===== src/rtl/dds_cfg_pkg.sv =====
// Shared constants for the DDS configuration controller: opcodes, register
// select codes, error codes, FSM encoding and the captured command frame.
package dds_cfg_pkg;

  localparam logic [7:0] OP_FREQ  = 8'h01;
  localparam logic [7:0] OP_PHASE = 8'h02;
  localparam logic [7:0] OP_AMP   = 8'h03;
  localparam logic [7:0] OP_WAVE  = 8'h04;
  localparam logic [7:0] OP_RUN   = 8'h05;

  localparam logic [2:0] ADDR_FREQ  = 3'd0;
  localparam logic [2:0] ADDR_PHASE = 3'd1;
  localparam logic [2:0] ADDR_AMP   = 3'd2;
  localparam logic [2:0] ADDR_WAVE  = 3'd3;
  localparam logic [2:0] ADDR_RUN   = 3'd4;

  localparam logic [1:0] ERR_NONE    = 2'd0;
  localparam logic [1:0] ERR_BAD_OP  = 2'd1;
  localparam logic [1:0] ERR_OVERRUN = 2'd2;
  localparam logic [1:0] ERR_TIMEOUT = 2'd3;

  typedef enum logic [1:0] {
    ST_IDLE   = 2'd0,
    ST_DECODE = 2'd1,
    ST_WRITE  = 2'd2,
    ST_UPDATE = 2'd3
  } state_t;

  typedef struct packed {
    logic [7:0]  a;
    logic [15:0] b;
    logic [15:0] c;
    logic [7:0]  d;
  } cmd_t;

endpackage


===== src/rtl/dds_cfg_timeout.sv =====
// WRITE-phase watchdog: counts up from 0 while enabled and flags the cycle
// on which the count reaches TIMEOUT_CYC-1.
module dds_cfg_timeout #(
  parameter int TIMEOUT_CYC = 1024
) (
  input  logic sys_clk,
  input  logic rst,
  input  logic i_clear,
  input  logic i_en,
  output logic o_expired
);

  localparam int CW = (TIMEOUT_CYC > 1) ? $clog2(TIMEOUT_CYC) : 1;
  localparam logic [CW-1:0] LAST = CW'(TIMEOUT_CYC - 1);

  logic [CW-1:0] r_cnt;

  assign o_expired = i_en && (r_cnt == LAST);

  always_ff @(posedge sys_clk or posedge rst) begin
    if (rst) begin
      r_cnt <= '0;
    end else if (i_clear) begin
      r_cnt <= '0;
    end else if (i_en && !o_expired) begin
      r_cnt <= r_cnt + 1'b1;
    end
  end

endmodule


===== src/rtl/dds_cfg_ctrl.sv =====
// Decodes received command frames into DDS register writes with a
// valid/ready handshake, write timeout, overrun detection and a command count.
//
// state     | meaning
// ST_IDLE   | waiting for recv_done; captures the frame
// ST_DECODE | one cycle: validate opcode/channel, load cfg_* outputs
// ST_WRITE  | cfg_valid high until cfg_ready or timeout
// ST_UPDATE | one cycle: dds_update pulse, count command, clear error
module dds_cfg_ctrl
  import dds_cfg_pkg::*;
#(
  parameter int TIMEOUT_CYC = 1024,
  parameter int NUM_CH      = 4
) (
  input  logic        sys_clk,
  input  logic        sys_rst_n,
  input  logic        recv_done,
  input  logic [7:0]  dataA,
  input  logic [15:0] dataB,
  input  logic [15:0] dataC,
  input  logic [7:0]  dataD,
  output logic        cfg_valid,
  input  logic        cfg_ready,
  output logic [1:0]  cfg_ch,
  output logic [2:0]  cfg_addr,
  output logic [31:0] cfg_data,
  output logic        dds_update,
  output logic        busy,
  output logic [1:0]  err_code,
  output logic [7:0]  cmd_cnt
);

  state_t      r_state, w_state_nx;
  cmd_t        r_cmd;
  logic [1:0]  r_cfg_ch;
  logic [2:0]  r_cfg_addr;
  logic [31:0] r_cfg_data;
  logic [1:0]  r_err;
  logic [7:0]  r_cmd_cnt;

  logic        w_op_ok, w_ch_ok, w_cmd_ok, w_expired;
  logic [1:0]  w_ch;
  logic [2:0]  w_addr;
  logic [31:0] w_data;
  logic        w_unused;

  assign cfg_valid  = (r_state == ST_WRITE);
  assign dds_update = (r_state == ST_UPDATE);
  assign busy       = (r_state != ST_IDLE);
  assign cfg_ch     = r_cfg_ch;
  assign cfg_addr   = r_cfg_addr;
  assign cfg_data   = r_cfg_data;
  assign err_code   = r_err;
  assign cmd_cnt    = r_cmd_cnt;
  assign w_unused   = ^r_cmd.d[3:2];

  dds_cfg_timeout #(.TIMEOUT_CYC(TIMEOUT_CYC)) u_timeout (
    .sys_clk   (sys_clk),
    .rst       (sys_rst_n),
    .i_clear   (r_state != ST_WRITE),
    .i_en      (r_state == ST_WRITE),
    .o_expired (w_expired)
  );

  always_comb begin
    w_op_ok = 1'b1;
    w_ch    = r_cmd.d[1:0];
    w_addr  = ADDR_FREQ;
    w_data  = '0;
    case (r_cmd.a)
      OP_FREQ:  begin w_addr = ADDR_FREQ;  w_data = {r_cmd.c, r_cmd.b}; end
      OP_PHASE: begin w_addr = ADDR_PHASE; w_data = {20'b0, r_cmd.b[11:0]}; end
      OP_AMP:   begin w_addr = ADDR_AMP;   w_data = {22'b0, r_cmd.b[9:0]}; end
      OP_WAVE:  begin w_addr = ADDR_WAVE;  w_data = {28'b0, r_cmd.d[7:4]}; end
      OP_RUN:   begin w_addr = ADDR_RUN;   w_data = {28'b0, r_cmd.b[3:0]}; w_ch = 2'd0; end
      default:  w_op_ok = 1'b0;
    endcase
    // RUN is a global register, so its channel field is not range-checked
    w_ch_ok  = (r_cmd.a == OP_RUN) || ({30'd0, r_cmd.d[1:0]} < NUM_CH);
    w_cmd_ok = w_op_ok && w_ch_ok;
  end

  always_comb begin
    w_state_nx = r_state;
    case (r_state)
      ST_IDLE:   if (recv_done) w_state_nx = ST_DECODE;
      ST_DECODE: w_state_nx = w_cmd_ok ? ST_WRITE : ST_IDLE;
      ST_WRITE: begin
        if (cfg_ready)      w_state_nx = ST_UPDATE;
        else if (w_expired) w_state_nx = ST_IDLE;
      end
      ST_UPDATE: w_state_nx = ST_IDLE;
      default:   w_state_nx = ST_IDLE;
    endcase
  end

  always_ff @(posedge sys_clk or posedge sys_rst_n) begin
    if (sys_rst_n) r_state <= ST_IDLE;
    else           r_state <= w_state_nx;
  end

  always_ff @(posedge sys_clk or posedge sys_rst_n) begin
    if (sys_rst_n) begin
      r_cmd      <= '0;
      r_cfg_ch   <= '0;
      r_cfg_addr <= '0;
      r_cfg_data <= '0;
      r_err      <= ERR_NONE;
      r_cmd_cnt  <= '0;
    end else begin
      if ((r_state == ST_IDLE) && recv_done) r_cmd <= {dataA, dataB, dataC, dataD};
      if ((r_state == ST_DECODE) && w_cmd_ok) begin
        r_cfg_ch   <= w_ch;
        r_cfg_addr <= w_addr;
        r_cfg_data <= w_data;
      end
      if (r_state == ST_UPDATE) r_cmd_cnt <= r_cmd_cnt + 8'd1;
      // a dropped frame is reported even in the cycle UPDATE would clear errors
      if (recv_done && busy)                                  r_err <= ERR_OVERRUN;
      else if ((r_state == ST_DECODE) && !w_cmd_ok)           r_err <= ERR_BAD_OP;
      else if ((r_state == ST_WRITE) && !cfg_ready && w_expired) r_err <= ERR_TIMEOUT;
      else if (r_state == ST_UPDATE)                          r_err <= ERR_NONE;
    end
  end

endmodule


===== config.mk =====
export PLATFORM = sky130hd
export DESIGN_NAME = dds_cfg_ctrl
export DESIGN_NICKNAME = d
export VERILOG_FILES = /design/src/rtl/dds_cfg_pkg.sv /design/src/rtl/dds_cfg_timeout.sv /design/src/rtl/dds_cfg_ctrl.sv
export SDC_FILE = /design/constraint.sdc
export NUM_CORES = 1
export LEC_CHECK = 0
export CAP_MARGIN = 10
export CORE_ASPECT_RATIO = 0.75
export CORE_MARGIN = 2
export CORE_UTILIZATION = 50
export CTS_BUF_LIST = sky130_fd_sc_hd__clkbuf_16
export DETAILED_ROUTE_END_ITERATION = 6
export PLACE_DENSITY_LB_ADDON = 0.3
export SLEW_MARGIN = 10
export SYNTH_ARGS = -nofsm -noshare
export SYNTH_HDL_FRONTEND = slang
export SYNTH_HIERARCHICAL = 1
export SYNTH_SLANG_ARGS = --single-unit

===== constraint.sdc =====
create_clock -name sys_clk -period 4.1 [get_ports sys_clk]
set_clock_uncertainty 0.2 [all_clocks]
set_input_delay 0.615 -clock sys_clk [delete_from_list [all_inputs] [get_ports sys_clk]]
set_output_delay 0.615 -clock sys_clk [all_outputs]
set_load 0.05 [all_outputs]

==> qor.yml, run 1 <==
run_status:
  status: "finished clean"
finish:
  area.growth.synth_to_final_pct: 27.5
  seq_area_mm2: 0.00263
  drive_gt1_share_pct: 16.4
  diodes: 0
  layout.nets: 500
  finish.utilization_pct: 65.5
  multiInputGateArea_mm2: 0.00183
  nFillCells: 688
clocking:
  clk_latency_ns: 0.35
  htreeDepth: 3
  cts.sinks: 105
  hold_buffers: 0
  cts_buffers: 9
  path_clk_slew_ns: 0.07
  ctsResizeCount: 0
  max-clock-path-buffers: 2
  tritoncts: "built"
  cts_setup_buffers: 0
  clockRootBuffer: "clkbuf_16"
yosys:
  synth_edf_count: 0
  synth.top_cell.area_share_pct: 56.5
  yosysSeqAreaShare_pct: 56.5
  syn-num-nets: 410
  ys_types: 51
  syn_avg_cell_area_um2: 13.1
  yosys_warnings: 6
  syn_inst: 356
  syn_area_mm2: 0.00465
  yosysTopAreaCell: "dfrtp_1"
  async_reset_ff_share_pct: 100
  netlist_top_cells_count: "105 x dfrtp_1, 45 x mux2_2, 23 x nand2_1"
  synth.area.top_cells: "dfrtp_1 57%, mux2_2 11%, a22o_1 4.1%"
  ys_ff_latch: 105
  synth_most_common_cell: "dfrtp_1"
  synth_flop_cell: "dfrtp_1"
critical_path:
  cp.arrival_ns: 2.31
  worstReg2RegEnd: "cfg_data[11]"
  crit_start: "r_state[1]"
  crit_type: "reg2out"
  crit_fanout: 12
  required_ns: 3.28
  critPathCaptureType: "output port"
  reg2reg_depth: 4
  r2r-start: "r_state[1]"
  ff2ff_setup_slack_ns: 1.27
  crit_path_start_kind: "register"
worst_hold_path:
  hp-start: "r_cmd[9]"
  hold_path_depth: 1
  hold_path_class: "reg2reg"
  holdPathEnd: "cfg_data[17]"
route:
  met3_length_um: 533
  first_pass_iters: 4
  num_vias: 3204
  wirelength_um: 9620
  ant_nets: 0
  drtIter0Drc: 151
  top_layer_used: "met4"
  m1WireLength_um: 4480
  post-route-drc-count: 0
  vias_per_cell: 5.53
  met2_length_um: 4510
  wire_per_inst_um: 16.6
die:
  dieHeight_um: 87.5
  fp.dieW_um: 115
  die_area_mm2: 0.0101
  start_util_pct: 51.4
  io_pins: 102
  core_mm2: 0.00905
  rows: 30
pwr:
  seq_power_share_pct: 44.5
  p_clk_share_pct: 24.3
  vdd_drop_max_v: 0.000353
  p_int_w: 0.00209
  pwr-share-comb_pct: 31.2
  swShare_pct: 35.2
  p_switching_w: 0.00114
  p_leak_nw: 2.48
  power.density_mw_per_mm2: 545
placement:
  port_buffers: 99
  dp_hpwl_um: 6490
  finalWeightedCongestion: 0.831
sta:
  slew_headroom_pct: 33.0
  hold_violations: 0
  final.setup.tns_ns: 0
  min_period_over_period_pct: 76.2
  worst_slew_pin_slew_ns: 1.00
  finalMaxSlewViolations: 0
  min_period_ns: 3.13
  setup_viol: 0
  fmax_mhz: 320
  rsz0062_at_grt: "false"
global_routing:
  grt_usage_pct: 20.7
  grt_overflow: 0
  grt_first_pass_wirelength_um: 15900
  grt_pass1_vias: 3158
  grt_max_degree: 57
  antenna_found_initial: 0
flow_run:
  cap_violations: 0
[kinds of logic after synthesis]
kind of cell	after synthesis	synth area share (%)
adder cells (fa/ha/maj)	2	0.538
AND/OR/NAND/NOR	84	11.6
XOR/XNOR	10	1.88
multiplexers	56	13.5
AO/OA/AOI/OAI	71	11.7
buffers and inverters	28	4.17
flip-flops	105	56.5
[stage by stage]
stage | cell area [um2] | std cells | setup slack, ns | total power, W | hold WS (ns)
CTS | 5930 | 579 | 0.965 | 0.00327 | 0.286
floorplan | 4650 | 356 | 0.808 | 0.00213 | 0.255
finish | 5930 | 579 | 0.975 | 0.00323 | 0.282
detailed placement | 5660 | 563 | 1.28 | 0.00247 | 0.274
global route | 5930 | 579 | 0.880 | 0.00339 | 0.309
global placement | 5660 | 563 | 1.34 | 0.00243 | 0.260
[layout make-up]
cell class	count	share of cell area (%)
clock buffer	9	3.80
clock inverter	7	0.760
inverter	6	0.422
multi-input combinational	223	30.8
sequential	105	44.3
tap	128	2.70
timing repair buffer	101	17.2
[power groups by stage]
stage	logic [W]	clock network (W)	registers (W)
after floorplan	0.000412	0	0.00172
after global placement	0.000991	0	0.00144
after detailed placement	0.00101	0	0.00146
after CTS	0.00102	0.000811	0.00144
after global routing	0.00107	0.000854	0.00147
final	0.00101	0.000786	0.00144
[worst max path at each step]
stage                        end  cells past startpoint  slack [ns]
floorplan            cfg_addr[0]                      1        0.81
global placement    cfg_data[10]                      4        1.34
detailed placement  cfg_data[11]                      4        1.28
CTS                    cfg_valid                      2        0.97
global route           cfg_valid                      2        0.88
finish                 cfg_valid                      2        0.97
[cell usage in the layout, fill, tap and decap left out, types with 4 or more instances in the layout]
cell type	n
dfrtp_1	105
clkdlybuf4s50_1	99
mux2_2	45
nand2_1	23
a22o_1	22
nor2_1	12
clkbuf_16	9
o21ai_0	8
mux2_1	8
a221o_1	8
nand3_1	7
inv_1	7
a21oi_1	7
xnor2_1	6
nand4b_1	6
a21boi_0	6
a31oi_1	6
nor2b_1	5
xor2_1	4
a22oi_1	4
and3_1	4
[sequential cells by signal, summed over array words and instances (netlist names)]
register / count
r_cmd: 46
cfg_data: 32
u_timeout/r_cnt: 10
cmd_cnt: 8
cfg_addr: 3
cfg_ch: 2
err_code: 2
r_state: 2
[worst max-delay path, cell delays in order (launching register included)]
cell	delay, ns
dfrtp_1	0.59
nor2b_1	0.48
clkdlybuf4s50_1	0.90
[layer usage]
| metal | track usage [%] | vias to the layer above |
|---|---|---|
| met5 | 0 | - |
| met4 | 6.24 | 0 |
| met3 | 5.64 | 8 |
| met2 | 32.0 | 88 |
| met1 | 28.7 | 1621 |
| li1 | - | 1487 |
(Power assumes the default switching activity.)
==> run 2, diff against run 1 <==
==> constraint.sdc (replaced) <==
create_clock -name sys_clk -period 3.03 [get_ports sys_clk]
set_clock_uncertainty 0.2 [all_clocks]
set_input_delay 0.4545 -clock sys_clk [delete_from_list [all_inputs] [get_ports sys_clk]]
set_output_delay 0.4545 -clock sys_clk [all_outputs]
set_load 0.05 [all_outputs]
==> run 2 against run 1 <==
Compared with the run above:
- register-to-register slack got worse by 0.58 ns
- via count increased by 0.66%
- non-clock buffer count increased by 7
- power increased by 39%
- clock-buffer cell count unchanged
- critical path depth increased by 1
- cell area increased by 1.6%
- highest routed layer unchanged
==> qor.yml, run 2 (same netlist as run 1, synthesis figures left out) <==
run_status:
  status: "finished clean"
critical_path:
  crit_fanout: 12
  critPathCaptureType: "output port"
  crit_type: "reg2out"
  crit_path_start_kind: "register"
  cp.arrival_ns: 2.10
  required_ns: 2.38
global_routing:
  grt_first_pass_wirelength_um: 15800
  grt_overflow: 0
  grt_pass1_vias: 3151
  grt_max_degree: 96
  grt_usage_pct: 20.3
  antenna_found_initial: 0
placement:
  port_buffers: 99
  dp_hpwl_um: 6680
  finalWeightedCongestion: 0.803
pwr:
  p_leak_nw: 2.52
  power.density_mw_per_mm2: 744
  power_w: 0.00448
  vdd_drop_max_v: 0.000508
clocking:
  hold_buffers: 0
  cts.sinks: 105
  clk_latency_ns: 0.34
  path_clk_slew_ns: 0.07
  cts_buffers: 9
  htreeDepth: 3
  clockRootBuffer: "clkbuf_16"
  max-clock-path-buffers: 2
  ctsResizeCount: 0
  cts_setup_buffers: 0
  tritoncts: "built"
route:
  first_pass_iters: 4
  drtIter0Drc: 253
  ant_nets: 0
  wirelength_um: 9750
  post-route-drc-count: 0
  num_vias: 3225
  vias_per_cell: 5.50
  wire_per_inst_um: 16.6
sta:
  min_period_ns: 2.75
  hold_violations: 0
  slew_headroom_pct: 63.6
  rsz0062_at_grt: "false"
  setup_viol: 0
  finalMaxSlewViolations: 0
  worst_slew_pin_slew_ns: 0.545
  final.setup.tns_ns: 0
  min_period_over_period_pct: 90.8
  fmax_mhz: 363
die:
  die_area_mm2: 0.0101
  io_pins: 102
  dieHeight_um: 87.5
  rows: 30
  core_mm2: 0.00905
  start_util_pct: 51.4
  fp.dieW_um: 115
finish:
  top_register: "r_cmd"
  layout.nets: 507
  layout_commonest_cell: "dfrtp_1"
  drive_gt1_share_pct: 18.1
  final_cell_mix: "105 x dfrtp_1, 99 x clkdlybuf4s50_1, 45 x mux2_2, 23 x nand2_1, 22 x a22o_1"
  largest_register_ffs: 46
  area.growth.synth_to_final_pct: 29.5
  diodes: 0
flow_run:
  cap_violations: 0
worst_hold_path:
  hold_path_class: "in2async"
==> run 2: path summary, 6_finish.rpt <==
check                      cells past startpoint       start  slack, ns                 end
max                                            3  r_state[1]       0.28           cfg_valid
min                                            2   sys_rst_n       0.27  u_timeout/r_cnt[0]
max reg2reg                                    5  r_state[1]       0.69           cfg_ch[1]
min reg2reg                                    1  cmd_cnt[7]       0.28          cmd_cnt[7]
max in group asynchronous                      3   sys_rst_n       1.82        cfg_data[21]
min in group sys_clk                           1  cmd_cnt[7]       0.28          cmd_cnt[7]
==> run 2: final cells by class <==
class	instances	area [um2]
flip-flops and latches	105	2630
well taps	128	160
inverters	6	26.3
multi-input cells	223	1830
fillers	687	3030
repair buffers	108	1080
clock inverters	7	71.3
clock buffers	9	225
==> run 2: stage by stage <==
| step | hold WS (ns) | std cells | utilization [%] | setup WS [ns] | instance area, um2 |
|---|---|---|---|---|---|
| after floorplan | 0.0947 | 356 | - | 0.408 | 4650 |
| final | 0.270 | 586 | 66.5 | 0.278 | 6020 |
| after global placement | 0.260 | 570 | 63.3 | 0.559 | 5720 |
| after global routing | 0.300 | 586 | 66.5 | 0.212 | 6020 |
| after CTS | 0.271 | 586 | 66.5 | 0.266 | 6020 |
| after detailed placement | 0.272 | 570 | 63.3 | 0.543 | 5720 |
==> run 2: worst max-delay path, stage by stage (launching register included) <==
cell and delay [ns]:
dfrtp_1 0.60, nor2b_1 0.19, buf_4 0.16, clkdlybuf4s50_1 0.80
==> run 2: power by group <==
group	switching (W)	total, W	leakage, nW	internal (W)
logic	0.000798	0.00140	1.07	0.000602
clock network	0.000505	0.00114	0.137	0.000639
registers	0.000239	0.00193	1.31	0.00169
total	0.00154	0.00448	2.52	0.00293
==> run 2: metal layers <==
metal / track usage [%] / wire (um)
met1: 27.5 / 4320
met2: 31.0 / 4570
met3: 7.72 / 749
met4: 5.37 / 102
met5: 0 / 0
